<file path="src/rtl/vm_pkg.sv">
// ------------------------------------------------------------------
// vm_pkg : shared types, coin constants and change helpers
// Rev 1.0
// ------------------------------------------------------------------
`default_nettype none

package vm_pkg;

  typedef enum logic [3:0] {
    ST_IDLE   = 4'b0001,
    ST_CREDIT = 4'b0010,
    ST_VEND   = 4'b0100,
    ST_CHANGE = 4'b1000
  } state_e;

  typedef logic [1:0] coin_t;

  localparam logic [7:0] C_COIN_5  = 8'd5;
  localparam logic [7:0] C_COIN_10 = 8'd10;
  localparam logic [7:0] C_COIN_25 = 8'd25;
  localparam logic [7:0] C_COIN_50 = 8'd50;

  function automatic logic [7:0] coin_value(input coin_t c);
    logic [7:0] v;
    case (c)
      2'd0:    v = C_COIN_5;
      2'd1:    v = C_COIN_10;
      2'd2:    v = C_COIN_25;
      default: v = C_COIN_50;
    endcase
    return v;
  endfunction

  // Largest coin not exceeding the balance; balance is always a multiple of 5.
  function automatic coin_t pick_change(input logic [7:0] bal);
    coin_t c;
    if (bal >= C_COIN_50)      c = 2'd3;
    else if (bal >= C_COIN_25) c = 2'd2;
    else if (bal >= C_COIN_10) c = 2'd1;
    else                       c = 2'd0;
    return c;
  endfunction

endpackage

`default_nettype wire

</file>
<file path="src/rtl/vm_txn_ctrl_if.sv">
// ------------------------------------------------------------------
// vm_txn_ctrl_if : front-panel events in, balance/dispense/change out
// Rev 1.0
// ------------------------------------------------------------------
`default_nettype none

interface vm_txn_ctrl_if;
  import vm_pkg::*;

  logic        coin_valid;
  coin_t       coin;
  logic        item_valid;
  logic [1:0]  item;
  logic        cancel;
  logic        change_ack;
  logic [7:0]  balance;
  logic [7:0]  state_out;
  logic        dispense;
  logic [1:0]  dispense_item;
  logic        change_valid;
  coin_t       change_coin;
  logic        coin_reject;
  logic        insufficient;

  modport master (
    output coin_valid, coin, item_valid, item, cancel, change_ack,
    input  balance, state_out, dispense, dispense_item, change_valid,
           change_coin, coin_reject, insufficient
  );

  modport slave (
    input  coin_valid, coin, item_valid, item, cancel, change_ack,
    output balance, state_out, dispense, dispense_item, change_valid,
           change_coin, coin_reject, insufficient
  );

endinterface

`default_nettype wire

</file>
<file path="src/rtl/vm_timer.sv">
// ------------------------------------------------------------------
// vm_timer : clearable saturating idle counter with expiry flag
// Rev 1.0
// ------------------------------------------------------------------
`default_nettype none

module vm_timer #(
  parameter int unsigned TIMEOUT = 1000
) (
  input  logic clk,
  input  logic rst,
  input  logic clear,
  input  logic enable,
  output logic expired
);

  localparam int unsigned W = (TIMEOUT < 1) ? 1 : $clog2(TIMEOUT + 1);
  localparam logic [W-1:0] LIMIT = W'(TIMEOUT);

  logic [W-1:0] count_q, count_d;

  assign expired = (count_q == LIMIT);

  always_comb begin
    count_d = count_q;
    if (clear)
      count_d = '0;
    else if (enable && !expired)
      count_d = count_q + W'(1);
  end

  always_ff @(posedge clk) begin
    if (!rst)
      count_q <= '0;
    else
      count_q <= count_d;
  end

endmodule

`default_nettype wire

</file>
<file path="src/rtl/vm_txn_ctrl.sv">
// ------------------------------------------------------------------
// vm_txn_ctrl : vending transaction sequencer (credit, vend, change)
// Rev 1.0
// ------------------------------------------------------------------
`default_nettype none

module vm_txn_ctrl
  import vm_pkg::*;
#(
  parameter int unsigned PRICE0  = 25,
  parameter int unsigned PRICE1  = 50,
  parameter int unsigned PRICE2  = 75,
  parameter int unsigned PRICE3  = 100,
  parameter int unsigned TIMEOUT = 1000
) (
  input  logic           clk,
  input  logic           rst,
  vm_txn_ctrl_if.slave   bus
);

  function automatic bit price_ok(input int unsigned p);
    return (p >= 5) && (p <= 255) && ((p % 5) == 0);
  endfunction

  generate
    if (!(price_ok(PRICE0) && price_ok(PRICE1) && price_ok(PRICE2) &&
          price_ok(PRICE3) && (TIMEOUT >= 1))) begin : g_bad_param
      $error("vm_txn_ctrl: prices must be multiples of 5 in 5..255 and TIMEOUT >= 1");
    end
  endgenerate

  function automatic logic [7:0] price_of(input logic [1:0] idx);
    logic [7:0] p;
    case (idx)
      2'd0:    p = PRICE0[7:0];
      2'd1:    p = PRICE1[7:0];
      2'd2:    p = PRICE2[7:0];
      default: p = PRICE3[7:0];
    endcase
    return p;
  endfunction

  state_e      state_q, state_d;
  logic [7:0]  balance_q, balance_d;
  logic [1:0]  item_q, item_d;
  logic        dispense_q, dispense_d;
  logic        coin_reject_q, coin_reject_d;
  logic        insufficient_q, insufficient_d;

  logic        timer_clear;
  logic        timer_en;
  logic        timer_expired;

  logic [7:0]  coin_val;
  logic [8:0]  coin_sum;
  logic [7:0]  item_price;
  logic [7:0]  vend_rem;
  coin_t       change_sel;
  logic [7:0]  change_rem;

  assign coin_val   = coin_value(bus.coin);
  assign coin_sum   = {1'b0, balance_q} + {1'b0, coin_val};
  assign item_price = price_of(bus.item);
  assign vend_rem   = balance_q - price_of(item_q);
  assign change_sel = pick_change(balance_q);
  assign change_rem = balance_q - coin_value(change_sel);
  assign timer_en   = (state_q == ST_CREDIT);

  vm_timer #(
    .TIMEOUT (TIMEOUT)
  ) u_timer (
    .clk     (clk),
    .rst     (rst),
    .clear   (timer_clear),
    .enable  (timer_en),
    .expired (timer_expired)
  );

  always_comb begin
    state_d        = state_q;
    balance_d      = balance_q;
    item_d         = item_q;
    dispense_d     = 1'b0;
    coin_reject_d  = 1'b0;
    insufficient_d = 1'b0;
    timer_clear    = 1'b1;
    unique case (state_q)
      ST_IDLE: begin
        if (bus.coin_valid) begin
          balance_d = coin_val;
          state_d   = ST_CREDIT;
        end else if (bus.item_valid) begin
          insufficient_d = 1'b1;
        end
      end
      ST_CREDIT: begin
        timer_clear = 1'b0;
        // Refund has top priority; a rejected coin still consumes the cycle.
        if (bus.cancel || timer_expired) begin
          state_d = ST_CHANGE;
        end else if (bus.coin_valid) begin
          if (!coin_sum[8]) begin
            balance_d   = coin_sum[7:0];
            timer_clear = 1'b1;
          end else begin
            coin_reject_d = 1'b1;
          end
        end else if (bus.item_valid) begin
          if (balance_q >= item_price) begin
            item_d     = bus.item;
            dispense_d = 1'b1;
            state_d    = ST_VEND;
          end else begin
            insufficient_d = 1'b1;
          end
        end
      end
      ST_VEND: begin
        coin_reject_d = bus.coin_valid;
        balance_d     = vend_rem;
        state_d       = (vend_rem != 8'd0) ? ST_CHANGE : ST_IDLE;
      end
      ST_CHANGE: begin
        coin_reject_d = bus.coin_valid;
        if (bus.change_ack) begin
          balance_d = change_rem;
          if (change_rem == 8'd0)
            state_d = ST_IDLE;
        end
      end
      default: begin
        state_d   = ST_IDLE;
        balance_d = 8'd0;
      end
    endcase
  end

  always_ff @(posedge clk) begin
    if (!rst) begin
      state_q        <= ST_IDLE;
      balance_q      <= 8'd0;
      item_q         <= 2'd0;
      dispense_q     <= 1'b0;
      coin_reject_q  <= 1'b0;
      insufficient_q <= 1'b0;
    end else begin
      state_q        <= state_d;
      balance_q      <= balance_d;
      item_q         <= item_d;
      dispense_q     <= dispense_d;
      coin_reject_q  <= coin_reject_d;
      insufficient_q <= insufficient_d;
    end
  end

  // change_coin follows the registered balance, so it holds until an ack.
  assign bus.balance       = balance_q;
  assign bus.state_out     = {4'b0000, state_q};
  assign bus.dispense      = dispense_q;
  assign bus.dispense_item = item_q;
  assign bus.change_valid  = (state_q == ST_CHANGE);
  assign bus.change_coin   = change_sel;
  assign bus.coin_reject   = coin_reject_q;
  assign bus.insufficient  = insufficient_q;

endmodule

`default_nettype wire

</file>
<file path="src/flat_wrapper.sv">
// flat-port wrapper written by rule: the top's interface ports become plain ports
module vm_txn_ctrl_flat import vm_pkg::*;
#(
  parameter int unsigned PRICE0  = 25,
  parameter int unsigned PRICE1  = 50,
  parameter int unsigned PRICE2  = 75,
  parameter int unsigned PRICE3  = 100,
  parameter int unsigned TIMEOUT = 1000
)
  (clk, rst, bus_coin_valid, bus_coin, bus_item_valid, bus_item, bus_cancel, bus_change_ack, bus_balance, bus_state_out, bus_dispense, bus_dispense_item, bus_change_valid, bus_change_coin, bus_coin_reject, bus_insufficient);
  vm_txn_ctrl_if bus_i ();
  input  logic clk;
  input  logic rst;
  input wire logic [$bits(bus_i.coin_valid)-1:0] bus_coin_valid;
  input wire logic [$bits(bus_i.coin)-1:0] bus_coin;
  input wire logic [$bits(bus_i.item_valid)-1:0] bus_item_valid;
  input wire logic [$bits(bus_i.item)-1:0] bus_item;
  input wire logic [$bits(bus_i.cancel)-1:0] bus_cancel;
  input wire logic [$bits(bus_i.change_ack)-1:0] bus_change_ack;
  output wire logic [$bits(bus_i.balance)-1:0] bus_balance;
  output wire logic [$bits(bus_i.state_out)-1:0] bus_state_out;
  output wire logic [$bits(bus_i.dispense)-1:0] bus_dispense;
  output wire logic [$bits(bus_i.dispense_item)-1:0] bus_dispense_item;
  output wire logic [$bits(bus_i.change_valid)-1:0] bus_change_valid;
  output wire logic [$bits(bus_i.change_coin)-1:0] bus_change_coin;
  output wire logic [$bits(bus_i.coin_reject)-1:0] bus_coin_reject;
  output wire logic [$bits(bus_i.insufficient)-1:0] bus_insufficient;
  assign bus_i.coin_valid = bus_coin_valid;
  assign bus_i.coin = bus_coin;
  assign bus_i.item_valid = bus_item_valid;
  assign bus_i.item = bus_item;
  assign bus_i.cancel = bus_cancel;
  assign bus_i.change_ack = bus_change_ack;
  assign bus_balance = bus_i.balance;
  assign bus_state_out = bus_i.state_out;
  assign bus_dispense = bus_i.dispense;
  assign bus_dispense_item = bus_i.dispense_item;
  assign bus_change_valid = bus_i.change_valid;
  assign bus_change_coin = bus_i.change_coin;
  assign bus_coin_reject = bus_i.coin_reject;
  assign bus_insufficient = bus_i.insufficient;
  vm_txn_ctrl #(.PRICE0(PRICE0), .PRICE1(PRICE1), .PRICE2(PRICE2), .PRICE3(PRICE3), .TIMEOUT(TIMEOUT)) u_core (.clk(clk), .rst(rst), .bus(bus_i));
endmodule
</file>
<file path="config.mk">
export PLATFORM = sky130hd
export DESIGN_NAME = vm_txn_ctrl_flat
export DESIGN_NICKNAME = d
export VERILOG_FILES = /design/src/rtl/vm_pkg.sv /design/src/rtl/vm_txn_ctrl_if.sv /design/src/rtl/vm_timer.sv /design/src/rtl/vm_txn_ctrl.sv /design/src/flat_wrapper.sv
export SDC_FILE = /design/constraint.sdc
export NUM_CORES = 1
export LEC_CHECK = 0
export BUFFER_PORTS_ARGS = -buffer_cell sky130_fd_sc_hd__buf_2
export CAP_MARGIN = 15
export CORE_ASPECT_RATIO = 1.4
export CORE_MARGIN = 5
export CORE_UTILIZATION = 66
export CTS_BUF_LIST = sky130_fd_sc_hd__clkbuf_8
export CTS_CLUSTER_DIAMETER = 150
export DETAILED_ROUTE_END_ITERATION = 7
export GPL_ROUTABILITY_DRIVEN = 0
export PLACE_DENSITY_LB_ADDON = 0.15
export SLEW_MARGIN = 20
export SYNTH_ARGS = -nofsm -noshare
export SYNTH_HDL_FRONTEND = slang
export SYNTH_SLANG_ARGS = --single-unit
</file>
<file path="constraint.sdc">
create_clock -name clk -period 4.8 [get_ports clk]
set_input_delay 0.48 -clock clk [delete_from_list [all_inputs] [get_ports clk]]
set_output_delay 0.48 -clock clk [all_outputs]
set_load 0.02 [all_outputs]
</file>
==> key figures <==
Power and ir drop
  • Leakage: 1.32 nW
  • Overall power: slightly below 800 uW
  • Int Pwr: ~450 uW
  • Peak VDD IR: approximately 0.00018 V
  • Net Sw Frac: 43.4%
  • P per Cell Area: 261 nW/um^2
  • Clock power share: 17.6%
  • Flop pwr share: ~33%
  • Logic pwr share: around half
  • Net Switching: ~340 uW

Min path
  • Hold depth: 2
  • Critical hold path startpoint: bus_item_valid
  • Worst hold-check path type: input pin to flip-flop
  • Hold path endpoint: u_core.bus.insufficient

Floorplan
  • Height of the die: 87.8 um
  • Core region area: 4200 um^2
  • Row count: 28
  • Die W: approximately 66 um
  • Starting Density: 67.9%
  • Boundary pin count: 34
  • Die area: 5760 um^2

Worst setup path
  • Critical path class: flip-flop to flip-flop
  • CP arrival: 3.63 ns
  • Crit path buf inv count: 2
  • Worst path top cell family by delay: compound AO/OA/AOI/OAI gates
  • Reg2Reg Depth: 15
  • CP max stage delay: between 0.4 and 0.5 ns
  • Slowest-stage cell, CP: dfxtp_1
  • FF-to-FF End: u_core.state_q[3]
  • Critical path launch point type: flip-flop
  • Reg2reg setup slack: 1.34 ns
  • Worst r2r src: u_core.bus.balance[1]
  • CP Cell Sequence: nor2_1 > nand2_1 > o221ai_1 > o311a_1 > inv_1 > ha_1 > inv_1 > ha_1 > a21o_1 > a21oi_1 > o2111ai_1 > xor2_1 > a31oi_1 > a211oi_1 > o211ai_1
  • WP data required: approximately 5.0 ns
  • Crit Path Max Fanout: 10
  • Crit. End Element: flip-flop

Global routing
  • Largest net degree at the start of global routing: 17
  • Grt total ovfl: 0
  • Initial antenna violation count: 0
  • First-pass GRT wire length: 12.4 mm
  • Gr usage total: a little over a quarter
  • Vias in the first global route: between 2000 and 3000

Layout
  • Layout cells sized above 1: around 12%
  • Leading cell types in the layout, fill and taps excluded: nor2_1 (44), ha_1 (42), buf_2 (29)
  • Antenna cells: 0
  • Fin nets: 426
  • Most common cell after layout, fill and taps aside: nor2_1
  • Fill cell count: ~360
  • Finished Core Util: between 70 and 80%
  • Area grow syn2layout: 6.05%

Flow run
  • Max-Cap Viols: 0

Clock tree
  • Post-cts hold buffer count: 0
  • Clk Tree Root Cell: clkbuf_8
  • Reg clk slew, reported paths: approximately 0.10 ns
  • Clock Tree Buf Depth: 2
  • Postcts setup bufs: 0
  • Post-cts sizing count: 0
  • Num CTS Buffers: 3
  • CTS tree: built
  • Htree depth: 1
  • Worst-Skew Late Latency: 0.28 ns
  • Clk sinks: 27

Yosys
  • Syn Area/Cell: around 8.2 um^2
  • Yosys reg bits: 27
  • Post-Syn Area: ~2900 um^2
  • Synth cell types: between 60 and 70
  • Number of synthesized flops with an enable pin: 0
  • Predominant post-synthesis flop cell: dfxtp_1
  • Mapped Cells: ~350
  • Post-synth ARST share: 0%
  • Seq/Total Area, Yosys: 18.9%
  • YS warnings: 0

STA
  • RSZ-0062 raised after global routing: no
  • Period utilization: 72.1%
  • Slew margin rel.: a little over a third
  • Final min period: ~3.5 ns
  • Clock skew: about 0.0051 ns
  • Setup-failing EPs final: 0
  • Fin. Hold Viols: 0
  • Min Hold Slack: roughly 0.5 ns
  • Worst-Margin Slew: 0.966 ns
  • Max Freq: roughly 290 MHz
  • TNS Setup: 0 ns
  • Fin. max-slew vios: 0

Placed design
  • DP HPWL: 5.78 mm
  • PortBufs: 29

Detailed routing
  • Antenna Nets Post-Route: 0
  • # DRC: 0
  • Pre-Repair DR Iteration Count: 5
  • Routed vias: 2731
  • Routed len/inst: around 18 um
  • Initial drt markers: roughly 210
  • Via/cell ratio: around 6.6
  • Wirelength, routed: between 7 and 8 mm

Outcome
  • Status: finished clean
[stage by stage]
| stage | cell area, um^2 | instances | worst slack (ns) |
|---|---|---|---|
| floorplan | 2870 | 350 | 1.56 |
| global placement | 2980 | 411 | 1.56 |
| detailed placement | 2980 | 411 | 1.40 |
| CTS | 3030 | 415 | 1.37 |
| global route | 3030 | 415 | 0.999 |
| finish | 3030 | 415 | 1.34 |
[worst reg2reg max path, delay by kind of cell, from the launching register on]
family | cells | cell delay [ns]
xor gates and xnor gates | 1 | 0.20
buffers and inverters | 2 | 0.14
adders and majority gates | 2 | 0.61
AOI/OAI and AO/OA | 8 | 1.64
and+or+nand+nor | 2 | 0.32
DFF | 1 | 0.44
[area by class of cell]
| cell class | instances | area, um^2 | share of cell area (%) |
|---|---|---|---|
| Clock buffer | 3 | 41.3 | 1.36 |
| Timing Repair Buffer | 29 | 145 | 4.80 |
| Sequential cell | 27 | 541 | 17.9 |
| Clock inverter | 1 | 7.51 | 0.248 |
| Multi-Input combinational cell | 283 | 2130 | 70.5 |
| Inverter | 27 | 101 | 3.35 |
| Tap cell | 45 | 56.3 | 1.86 |
[how the worst max path moves through the flow]
| stage | start | end | slack [ns] | cells past startpoint |
|---|---|---|---|---|
| detailed placement | u_core.bus.balance[1] | u_core.state_q[3] | 1.40 | 15 |
| floorplan | u_core.bus.balance[1] | u_core.state_q[3] | 1.56 | 14 |
| global route | u_core.bus.balance[1] | u_core.state_q[3] | 1.0 | 15 |
| finish | u_core.bus.balance[1] | u_core.state_q[3] | 1.34 | 15 |
| CTS | u_core.bus.balance[1] | u_core.state_q[3] | 1.37 | 15 |
| global placement | u_core.bus.balance[1] | u_core.state_q[3] | 1.56 | 14 |
[logic make-up after synthesis]
group                    share of synthesized area, %
AO/OA/AOI/OAI                                    24.1
XOR/XNOR                                         6.44
adder cells (fa/ha/maj)                          20.5
buffers and inverters                            6.66
flip-flops                                       18.9
multiplexers                                     1.75
other                                           0.131
AND/OR/NAND/NOR                                  21.4
[synthesized netlist by cell type (2+ instances only)]
cell       instances  share of area [%]
a211oi_1           9                2.4
a21boi_0           2               0.53
a21o_1             6                1.6
a21oi_1           17                3.0
a221oi_1           3               0.92
a22oi_1            3               0.79
a311oi_1           3               0.92
a31oi_1            4               0.88
and2_1             2               0.44
and3_1             6                1.3
and4_1             3               0.92
buf_2              5               0.88
buf_4              5                1.3
buf_6              2               0.79
dfxtp_1           27                 19
fa_1               3                2.1
ha_1              42                 18
inv_1             26                3.4
mux2i_1            5                1.8
nand2_1           20                2.6
nand2b_1           6                1.3
nand3_1            8                1.4
nand3b_1           4                1.1
nand4_1            2               0.44
nor2_1            44                5.8
nor2b_1            2               0.44
nor3_1             6                1.1
nor4b_4            2                1.7
o2111ai_1          3               0.92
o211a_1            2               0.70
o21a_1             5                1.3
o21ai_0           18                3.2
o22ai_1            2               0.44
o311a_1            2               0.70
or3_1              3               0.66
xnor2_1            7                2.1
xor2_1            14                4.3
[sequential cells by signal (all words and copies together), names as in the netlist]
signal and cells:
u_core.bus.balance 8, u_core.bus.dispense_item 2, u_core.state_q 4, u_core.bus.insufficient 1, u_core.bus.dispense 1, u_core.bus.coin_reject 1, u_core.u_timer.count_q 10
[layer usage]
layer / wire length, um / vias up / part of all wire (%) / track usage, %
met5: 0 / - / 0 / 0
met4: 460 / 0 / 6.2 / 20.6
met3: 430 / 48 / 5.8 / 2.82
met2: 3680 / 120 / 50 / 47.6
met1: 2830 / 1268 / 38 / 30.7
li1: - / 1295 / - / -
[power by group through the flow]
stage	Sequential (mW)	Clock [mW]	Combinational (mW)
2_1_floorplan	0.265	0	0.291
3_3_place_gp	0.265	0	0.371
3_5_place_dp	0.265	0	0.380
4_1_cts	0.260	0.142	0.383
5_1_grt	0.264	0.148	0.431
6_report	0.261	0.139	0.388
No activity file was read; power rests on OpenSTA's default activity.
